## src/rtl/rtc_mux_display_if.sv

```systemverilog
// Bundle between the RTC core and its board-side controls and display pins.
// slave: the clock core (controls in, display/time out); master: the driver.
`timescale 1ns/1ps
interface rtc_mux_display_if;
    logic       mode_12h;
    logic       disp_sel;
    logic       set_en;
    logic       inc_hr;
    logic       inc_min;
    logic [6:0] seg;
    logic       dp;
    logic [3:0] an;
    logic       led;
    logic       pm;
    logic [4:0] hours;
    logic [5:0] minutes;
    logic [5:0] seconds;

    modport slave (
        input  mode_12h, disp_sel, set_en, inc_hr, inc_min,
        output seg, dp, an, led, pm, hours, minutes, seconds
    );

    modport master (
        output mode_12h, disp_sel, set_en, inc_hr, inc_min,
        input  seg, dp, an, led, pm, hours, minutes, seconds
    );
endinterface

```

## src/rtl/rtc_mux_display.sv

```systemverilog
// 24h/12h settable real-time clock with HH:MM / MM:SS view, 4-digit mux scan.
// Ports: clk, rst_n (sync, active low); bus.slave carries mode_12h, disp_sel,
// set_en, inc_hr, inc_min in and seg, dp, an, led, pm, hours, minutes,
// seconds out. All logic runs in the clk domain using tick enables.
`timescale 1ns/1ps
module rtc_mux_display #(
    parameter int CLK_HZ         = 50_000_000,
    parameter int REFRESH_HZ     = 1000,
    parameter bit SEG_ACTIVE_LOW = 1'b1,
    parameter bit AN_ACTIVE_LOW  = 1'b0
) (
    input  logic               clk,
    input  logic               rst_n,
    rtc_mux_display_if.slave   bus
);

    localparam int DIV = CLK_HZ / (4 * REFRESH_HZ);
    localparam int PW  = (CLK_HZ > 1) ? $clog2(CLK_HZ) : 1;
    localparam int SW  = (DIV > 1) ? $clog2(DIV) : 1;
    localparam logic [PW-1:0] PRE_MAX  = PW'(CLK_HZ - 1);
    localparam logic [SW-1:0] SCAN_MAX = SW'(DIV - 1);
    localparam logic [6:0] SEG_OFF = SEG_ACTIVE_LOW ? 7'h7F : 7'h00;
    localparam logic       DP_OFF  = SEG_ACTIVE_LOW;
    localparam logic [3:0] AN_OFF  = AN_ACTIVE_LOW ? 4'hF : 4'h0;

    logic [PW-1:0] pre_q;
    logic          tick;
    logic [4:0]    hr_q, hr_n;
    logic [5:0]    min_q, min_n;
    logic [5:0]    sec_q, sec_n;
    logic          led_q, led_n;
    logic          pm_q;

    logic [SW-1:0] scan_q;
    logic [1:0]    idx_q;
    logic [6:0]    seg_q, seg_d;
    logic          dp_q, dp_d;
    logic [3:0]    an_q, an_d;

    function automatic logic [6:0] seg7(input logic [3:0] d);
        logic [6:0] s;
        unique case (d)
            4'd0:    s = 7'h3F;
            4'd1:    s = 7'h06;
            4'd2:    s = 7'h5B;
            4'd3:    s = 7'h4F;
            4'd4:    s = 7'h66;
            4'd5:    s = 7'h6D;
            4'd6:    s = 7'h7D;
            4'd7:    s = 7'h07;
            4'd8:    s = 7'h7F;
            4'd9:    s = 7'h6F;
            default: s = 7'h00;
        endcase
        return s;
    endfunction

    function automatic logic [3:0] tens(input logic [5:0] v);
        return 4'(v / 6'd10);
    endfunction

    function automatic logic [3:0] units(input logic [5:0] v);
        return 4'(v % 6'd10);
    endfunction

    // Prescaler is parked at zero in set mode so the first tick after
    // leaving set mode comes a full second later.
    assign tick = !bus.set_en && (pre_q == PRE_MAX);

    always_ff @(posedge clk) begin
        if (!rst_n) begin
            pre_q <= '0;
        end else if (bus.set_en || tick) begin
            pre_q <= '0;
        end else begin
            pre_q <= pre_q + PW'(1);
        end
    end

    always_comb begin
        hr_n  = hr_q;
        min_n = min_q;
        sec_n = sec_q;
        led_n = led_q;
        unique case (1'b1)
            bus.set_en: begin
                sec_n = 6'd0;
                // Minute setting wraps without touching hours.
                if (bus.inc_min)
                    min_n = (min_q == 6'd59) ? 6'd0 : min_q + 6'd1;
                if (bus.inc_hr)
                    hr_n = (hr_q == 5'd23) ? 5'd0 : hr_q + 5'd1;
            end
            tick: begin
                led_n = ~led_q;
                if (sec_q == 6'd59) begin
                    sec_n = 6'd0;
                    if (min_q == 6'd59) begin
                        min_n = 6'd0;
                        hr_n  = (hr_q == 5'd23) ? 5'd0 : hr_q + 5'd1;
                    end else begin
                        min_n = min_q + 6'd1;
                    end
                end else begin
                    sec_n = sec_q + 6'd1;
                end
            end
            default: ;
        endcase
    end

    always_ff @(posedge clk) begin
        if (!rst_n) begin
            hr_q  <= '0;
            min_q <= '0;
            sec_q <= '0;
            led_q <= 1'b0;
            pm_q  <= 1'b0;
        end else begin
            hr_q  <= hr_n;
            min_q <= min_n;
            sec_q <= sec_n;
            led_q <= led_n;
            pm_q  <= (hr_n >= 5'd12);
        end
    end

    logic [4:0] hr_12;
    logic [5:0] hv;
    logic [3:0] d3, d2, d1, d0, dig;
    logic       blank3, blank;
    logic [6:0] seg_lit;
    logic [3:0] onehot;

    always_comb begin
        if (hr_q == 5'd0)
            hr_12 = 5'd12;
        else if (hr_q > 5'd12)
            hr_12 = hr_q - 5'd12;
        else
            hr_12 = hr_q;
        hv = {1'b0, bus.mode_12h ? hr_12 : hr_q};
    end

    always_comb begin
        d3     = tens(hv);
        d2     = units(hv);
        d1     = tens(min_q);
        d0     = units(min_q);
        blank3 = 1'b0;
        if (bus.disp_sel) begin
            d3 = tens(min_q);
            d2 = units(min_q);
            d1 = tens(sec_q);
            d0 = units(sec_q);
        end else begin
            // Leading hour zero is suppressed only in 12h format.
            blank3 = bus.mode_12h && (d3 == 4'd0);
        end
    end

    always_comb begin
        dig   = d0;
        blank = 1'b0;
        unique case (idx_q)
            2'd0: dig = d0;
            2'd1: dig = d1;
            2'd2: dig = d2;
            2'd3: begin
                dig   = d3;
                blank = blank3;
            end
        endcase
        seg_lit = blank ? 7'h00 : seg7(dig);
        seg_d   = SEG_ACTIVE_LOW ? ~seg_lit : seg_lit;
        onehot  = 4'b0001 << idx_q;
        an_d    = AN_ACTIVE_LOW ? ~onehot : onehot;
        // Colon blinks with the seconds LED on the hour-units digit.
        dp_d    = ((idx_q == 2'd2) && led_q) ^ SEG_ACTIVE_LOW;
    end

    always_ff @(posedge clk) begin
        if (!rst_n) begin
            scan_q <= '0;
            idx_q  <= 2'd0;
            seg_q  <= SEG_OFF;
            dp_q   <= DP_OFF;
            an_q   <= AN_OFF;
        end else begin
            if (scan_q == SCAN_MAX) begin
                scan_q <= '0;
                idx_q  <= idx_q + 2'd1;
            end else begin
                scan_q <= scan_q + SW'(1);
            end
            seg_q <= seg_d;
            dp_q  <= dp_d;
            an_q  <= an_d;
        end
    end

    assign bus.seg     = seg_q;
    assign bus.dp      = dp_q;
    assign bus.an      = an_q;
    assign bus.led     = led_q;
    assign bus.pm      = pm_q;
    assign bus.hours   = hr_q;
    assign bus.minutes = min_q;
    assign bus.seconds = sec_q;

endmodule
```

## src/flat_wrapper.sv

```systemverilog
// flat-port wrapper written by rule: the top's interface ports become plain ports
module rtc_mux_display_flat 
#(
    parameter int CLK_HZ         = 50_000_000,
    parameter int REFRESH_HZ     = 1000,
    parameter bit SEG_ACTIVE_LOW = 1'b1,
    parameter bit AN_ACTIVE_LOW  = 1'b0
)
  (clk, rst_n, bus_mode_12h, bus_disp_sel, bus_set_en, bus_inc_hr, bus_inc_min, bus_seg, bus_dp, bus_an, bus_led, bus_pm, bus_hours, bus_minutes, bus_seconds);
  rtc_mux_display_if bus_i ();
  input  logic clk;
  input  logic rst_n;
  input wire logic [$bits(bus_i.mode_12h)-1:0] bus_mode_12h;
  input wire logic [$bits(bus_i.disp_sel)-1:0] bus_disp_sel;
  input wire logic [$bits(bus_i.set_en)-1:0] bus_set_en;
  input wire logic [$bits(bus_i.inc_hr)-1:0] bus_inc_hr;
  input wire logic [$bits(bus_i.inc_min)-1:0] bus_inc_min;
  output wire logic [$bits(bus_i.seg)-1:0] bus_seg;
  output wire logic [$bits(bus_i.dp)-1:0] bus_dp;
  output wire logic [$bits(bus_i.an)-1:0] bus_an;
  output wire logic [$bits(bus_i.led)-1:0] bus_led;
  output wire logic [$bits(bus_i.pm)-1:0] bus_pm;
  output wire logic [$bits(bus_i.hours)-1:0] bus_hours;
  output wire logic [$bits(bus_i.minutes)-1:0] bus_minutes;
  output wire logic [$bits(bus_i.seconds)-1:0] bus_seconds;
  assign bus_i.mode_12h = bus_mode_12h;
  assign bus_i.disp_sel = bus_disp_sel;
  assign bus_i.set_en = bus_set_en;
  assign bus_i.inc_hr = bus_inc_hr;
  assign bus_i.inc_min = bus_inc_min;
  assign bus_seg = bus_i.seg;
  assign bus_dp = bus_i.dp;
  assign bus_an = bus_i.an;
  assign bus_led = bus_i.led;
  assign bus_pm = bus_i.pm;
  assign bus_hours = bus_i.hours;
  assign bus_minutes = bus_i.minutes;
  assign bus_seconds = bus_i.seconds;
  rtc_mux_display #(.CLK_HZ(CLK_HZ), .REFRESH_HZ(REFRESH_HZ), .SEG_ACTIVE_LOW(SEG_ACTIVE_LOW), .AN_ACTIVE_LOW(AN_ACTIVE_LOW)) u_core (.clk(clk), .rst_n(rst_n), .bus(bus_i));
endmodule
```

## config.mk

```make
export PLATFORM = sky130hd
export DESIGN_NAME = rtc_mux_display_flat
export DESIGN_NICKNAME = d
export VERILOG_FILES = /design/src/rtl/rtc_mux_display_if.sv /design/src/rtl/rtc_mux_display.sv /design/src/flat_wrapper.sv
export SDC_FILE = /design/constraint.sdc
export NUM_CORES = 1
export LEC_CHECK = 0
export CAP_MARGIN = 20
export CORE_AREA = 10 10 107 109
export DETAILED_ROUTE_END_ITERATION = 10
export DIE_AREA = 0 0 117 119
export PLACE_DENSITY = 0.78
export SLEW_MARGIN = 20
export SYNTH_ARGS = -nofsm -noshare
export SYNTH_HDL_FRONTEND = slang
export SYNTH_SLANG_ARGS = --single-unit
```

## constraint.sdc

```tcl
create_clock -name clk -period 3.9 [get_ports clk]
set_input_delay 0.78 -clock clk [delete_from_list [all_inputs] [get_ports clk]]
set_output_delay 0.78 -clock clk [all_outputs]
set_load 0.1 [all_outputs]
```

==> metrics.md <==
| Metric | Value |
|---|---|
| Largest net degree at the start of global routing | 23 |
| WHS Endpoint | u_core.scan_q[0] |
| Commonest non-fill, non-tap cell in the layout | nor2_1 |
| Die height | 119 µm |
| Sequential area share after synthesis | 31.2% |
| Flops & latches, synth | 73 |
| Row count | 36 |
| Die W | 117 µm |
| CP endpoint kind | register |
| Final GP Congestion | 0.937 |
| Global-route usage over all layers | 16.3% |
| Tmin final | 3690 ps |
| Die area | 13,900 µm² |
| CTS H-tree depth | 3 |
| Max-slew headroom | 34.3% |
| Crit path cell chain | nor4bb_1 -> a21oi_1 -> a2111oi_0 -> a41oi_1 -> o31ai_1 -> nor2_1 -> ha_1 -> or4_1 -> o21ai_0 -> o211ai_1 |
| Post-synthesis cell area | 4680 µm² |
| Starting Density | 49.4% |
| Hold_buf cts | 0 |
| 1st-iter DRT viols | 404 |
| Tcrit/Tclk final | 94.7% |
| Routed len/inst | 14.8 µm |
| Number of port buffers | 37 |
| Setup Skew | 12.6 ps |
| Worst-margin pin slew | 982 ps |
| Worst R2R Start | u_core.bus.minutes[4] |
| Design Power | 1.70 mW |
| Postcts setup bufs | 0 |
| Hold wc startpoint | u_core.scan_q[0] |
| Count of pins over their slew limit | 0 |
| Hold Vio Cnt, Final | 0 |
| First-pass GRT wire length | 19,200 µm |
| Area of the multi-input gates | 3000 µm² |
| Reg-to-Reg End | u_core.bus.seg[5] |
| Async SR Flop Fraction | 0% |
| DP Area | 5230 µm² |
| Final Util | 57.8% |
| RSZ-0062 raised after global routing | no |
| Worst reg-to-reg path cell count | 10 |
| Detailed Place HPWL | 8180 µm |
| Total congestion overflow | 0 |
| Peak supply drop | 0.206 mV |
| Final ANT Viol Nets | 0 |
| CP delay by family, top | compound AO/OA/AOI/OAI gates |
| Initial antenna violation count | 0 |
| Cell count after synthesis | 585 |
| Root Driver | clkbuf_8 |
| Layout Nets | 664 |
| Pwr dens | 311 nW/µm² |
| Fill cells | 808 |
| Vias | 4,355 |
| Post-CTS Resized | 0 |
| Routed wire length | 11,100 µm |
| Synthesis warning total | 0 |
| Outcome | finished clean |
| Clock Path Buffers | 2 |
| Post-Layout Inst Area | 5460 µm² |
| Critical Path RT | 4120 ps |
| Setup Crit Path Kind | register to register |
| Latest clock arrival within the worst-skew pair | 360 ps |
| I/O pin cnt | 38 |
| CP max stage cell | dfxtp_1 |
| Setup violators final | 0 |
| Mean Syn Cell Area | 7.99 µm² |
| Area delta synth->final | 16.8% |
| CP Max Fanout | 22 |
| Vias in the first global route | 4,262 |
| CTS clk-pin slew, worst paths | 80 ps |
| DR pass1 iterations | 5 |
| Class of the worst hold path | register to register |
| Leak | 2.07 nW |
| Drt drc | 0 |
| CTS sink cnt | 73 |
| CTS tree | yes |
| Yosys cell types | 71 |
| Worst hold path depth | 1 |
| Number of synthesized flops with an enable pin | 0 |
| Register area | 1470 µm² |
| ANT cells | 0 |
| Syn_nets | 620 |
| WHS | 466 ps |
| Peak Freq | 0.271 GHz |
| Share of post-route cells with drive strength above 1 | 10.1% |
| Vias per cell | 5.82 |
| Final setup TNS | 0 ps |
| Max_cap viols | 0 |
| Slowest stage delay, CP | 800 ps |
| Arrival time worst endpoint | 3910 ps |
| CP startpoint kind | register |
| Commonest cells after routing, fill and taps aside | nor2_1 (73), dfxtp_1 (68), nand2_1 (52) |
| Number of buffers and inverters on the critical path | 0 |
| Flop-to-flop setup slack | 210 ps |
| Core area | 9460 µm² |
| Dominant synthesized flop cell | dfxtp_1 |
| Num CTS Buffers | 9 |
[how the worst max path moves through the flow]
stage / slack [ps] / to / startpoint / depth (start not counted)
floorplan: 10 / u_core.bus.seg[5] / u_core.bus.hours[1] / 17
global placement: -100 / u_core.bus.seg[5] / bus_mode_12h / 16
detailed placement: -290 / u_core.bus.seg[5] / bus_mode_12h / 15
CTS: 60 / u_core.bus.seg[5] / bus_mode_12h / 15
global route: 30 / u_core.bus.seg[5] / u_core.bus.minutes[4] / 10
finish: 210 / u_core.bus.seg[5] / u_core.bus.minutes[4] / 10
[synthesized netlist by cell type, types with 9 or more instances]
master | number | area share [%]
dfxtp_1 | 73 | 31
mux2i_1 | 9 | 1.9
clkbuf_1 | 17 | 1.4
nand2b_1 | 9 | 1.2
o21ai_0 | 20 | 2.1
nand3_1 | 25 | 2.7
nand2_1 | 52 | 4.2
nor2_1 | 73 | 5.9
nor2b_1 | 15 | 2.0
xnor2_1 | 18 | 3.4
a21oi_1 | 26 | 2.8
ha_1 | 28 | 7.5
xor2_1 | 26 | 4.9
o211ai_1 | 10 | 1.6
nand4_1 | 13 | 1.7
and3_1 | 13 | 1.7
inv_1 | 29 | 2.3
nor3_1 | 9 | 0.96
[logic make-up (layout without fill, tap and decap cells)]
family                     after synthesis  count (layout)  synth area share (%)
muxes                                   11              11                  2.49
adders and majority gates               28              28                  7.49
xor gates and xnor gates                44              44                  8.24
DFF                                     73              73                  31.2
and+or+nand+nor                        255             255                  27.7
buffers and inverters                   54             103                  4.76
AOI/OAI and AO/OA                      120             120                  18.1
[power by group]
part	total [mW]	switching (mW)	internal [mW]
Combinational	0.254	0.166	0.0880
Sequential	0.771	0.0127	0.758
Clock	0.675	0.294	0.381
[sequential cells by signal, indices dropped and copies added, names as in the netlist, 2 cells and up]
signal / flops
u_core.bus.hours: 5
u_core.bus.minutes: 6
u_core.idx_q: 2
u_core.bus.seconds: 6
u_core.scan_q: 14
u_core.bus.an: 4
u_core.bus.seg: 7
u_core.pre_q: 26
[metrics by stage]
| step | worst slack (ps) | std cells |
|---|---|---|
| after floorplan | 14.7 | 585 |
| after global placement | -105 | 732 |
| after detailed placement | -292 | 732 |
| after CTS | 61.6 | 748 |
| after global routing | 30.8 | 748 |
| final | 208 | 748 |
[layer usage]
metal  global-route usage, %  wire, µm  up-vias
li1                        -         -     2156
met3                    3.31       578       20
met2                    27.8      5580      112
met4                    6.65       176        0
met5                       0         0        -
met1                    19.3      4760     2067
[layout make-up]
type,instances,area share [%]
Clock buffer,12,2.66
Clock inverter,4,1.40
Inverter,29,1.99
Multi-Input combinational cell,458,54.9
Sequential cell,73,27.0
Tap cell,114,2.61
Timing Repair Buffer,58,9.48
Note: power is estimated with default switching activity, not from simulation.
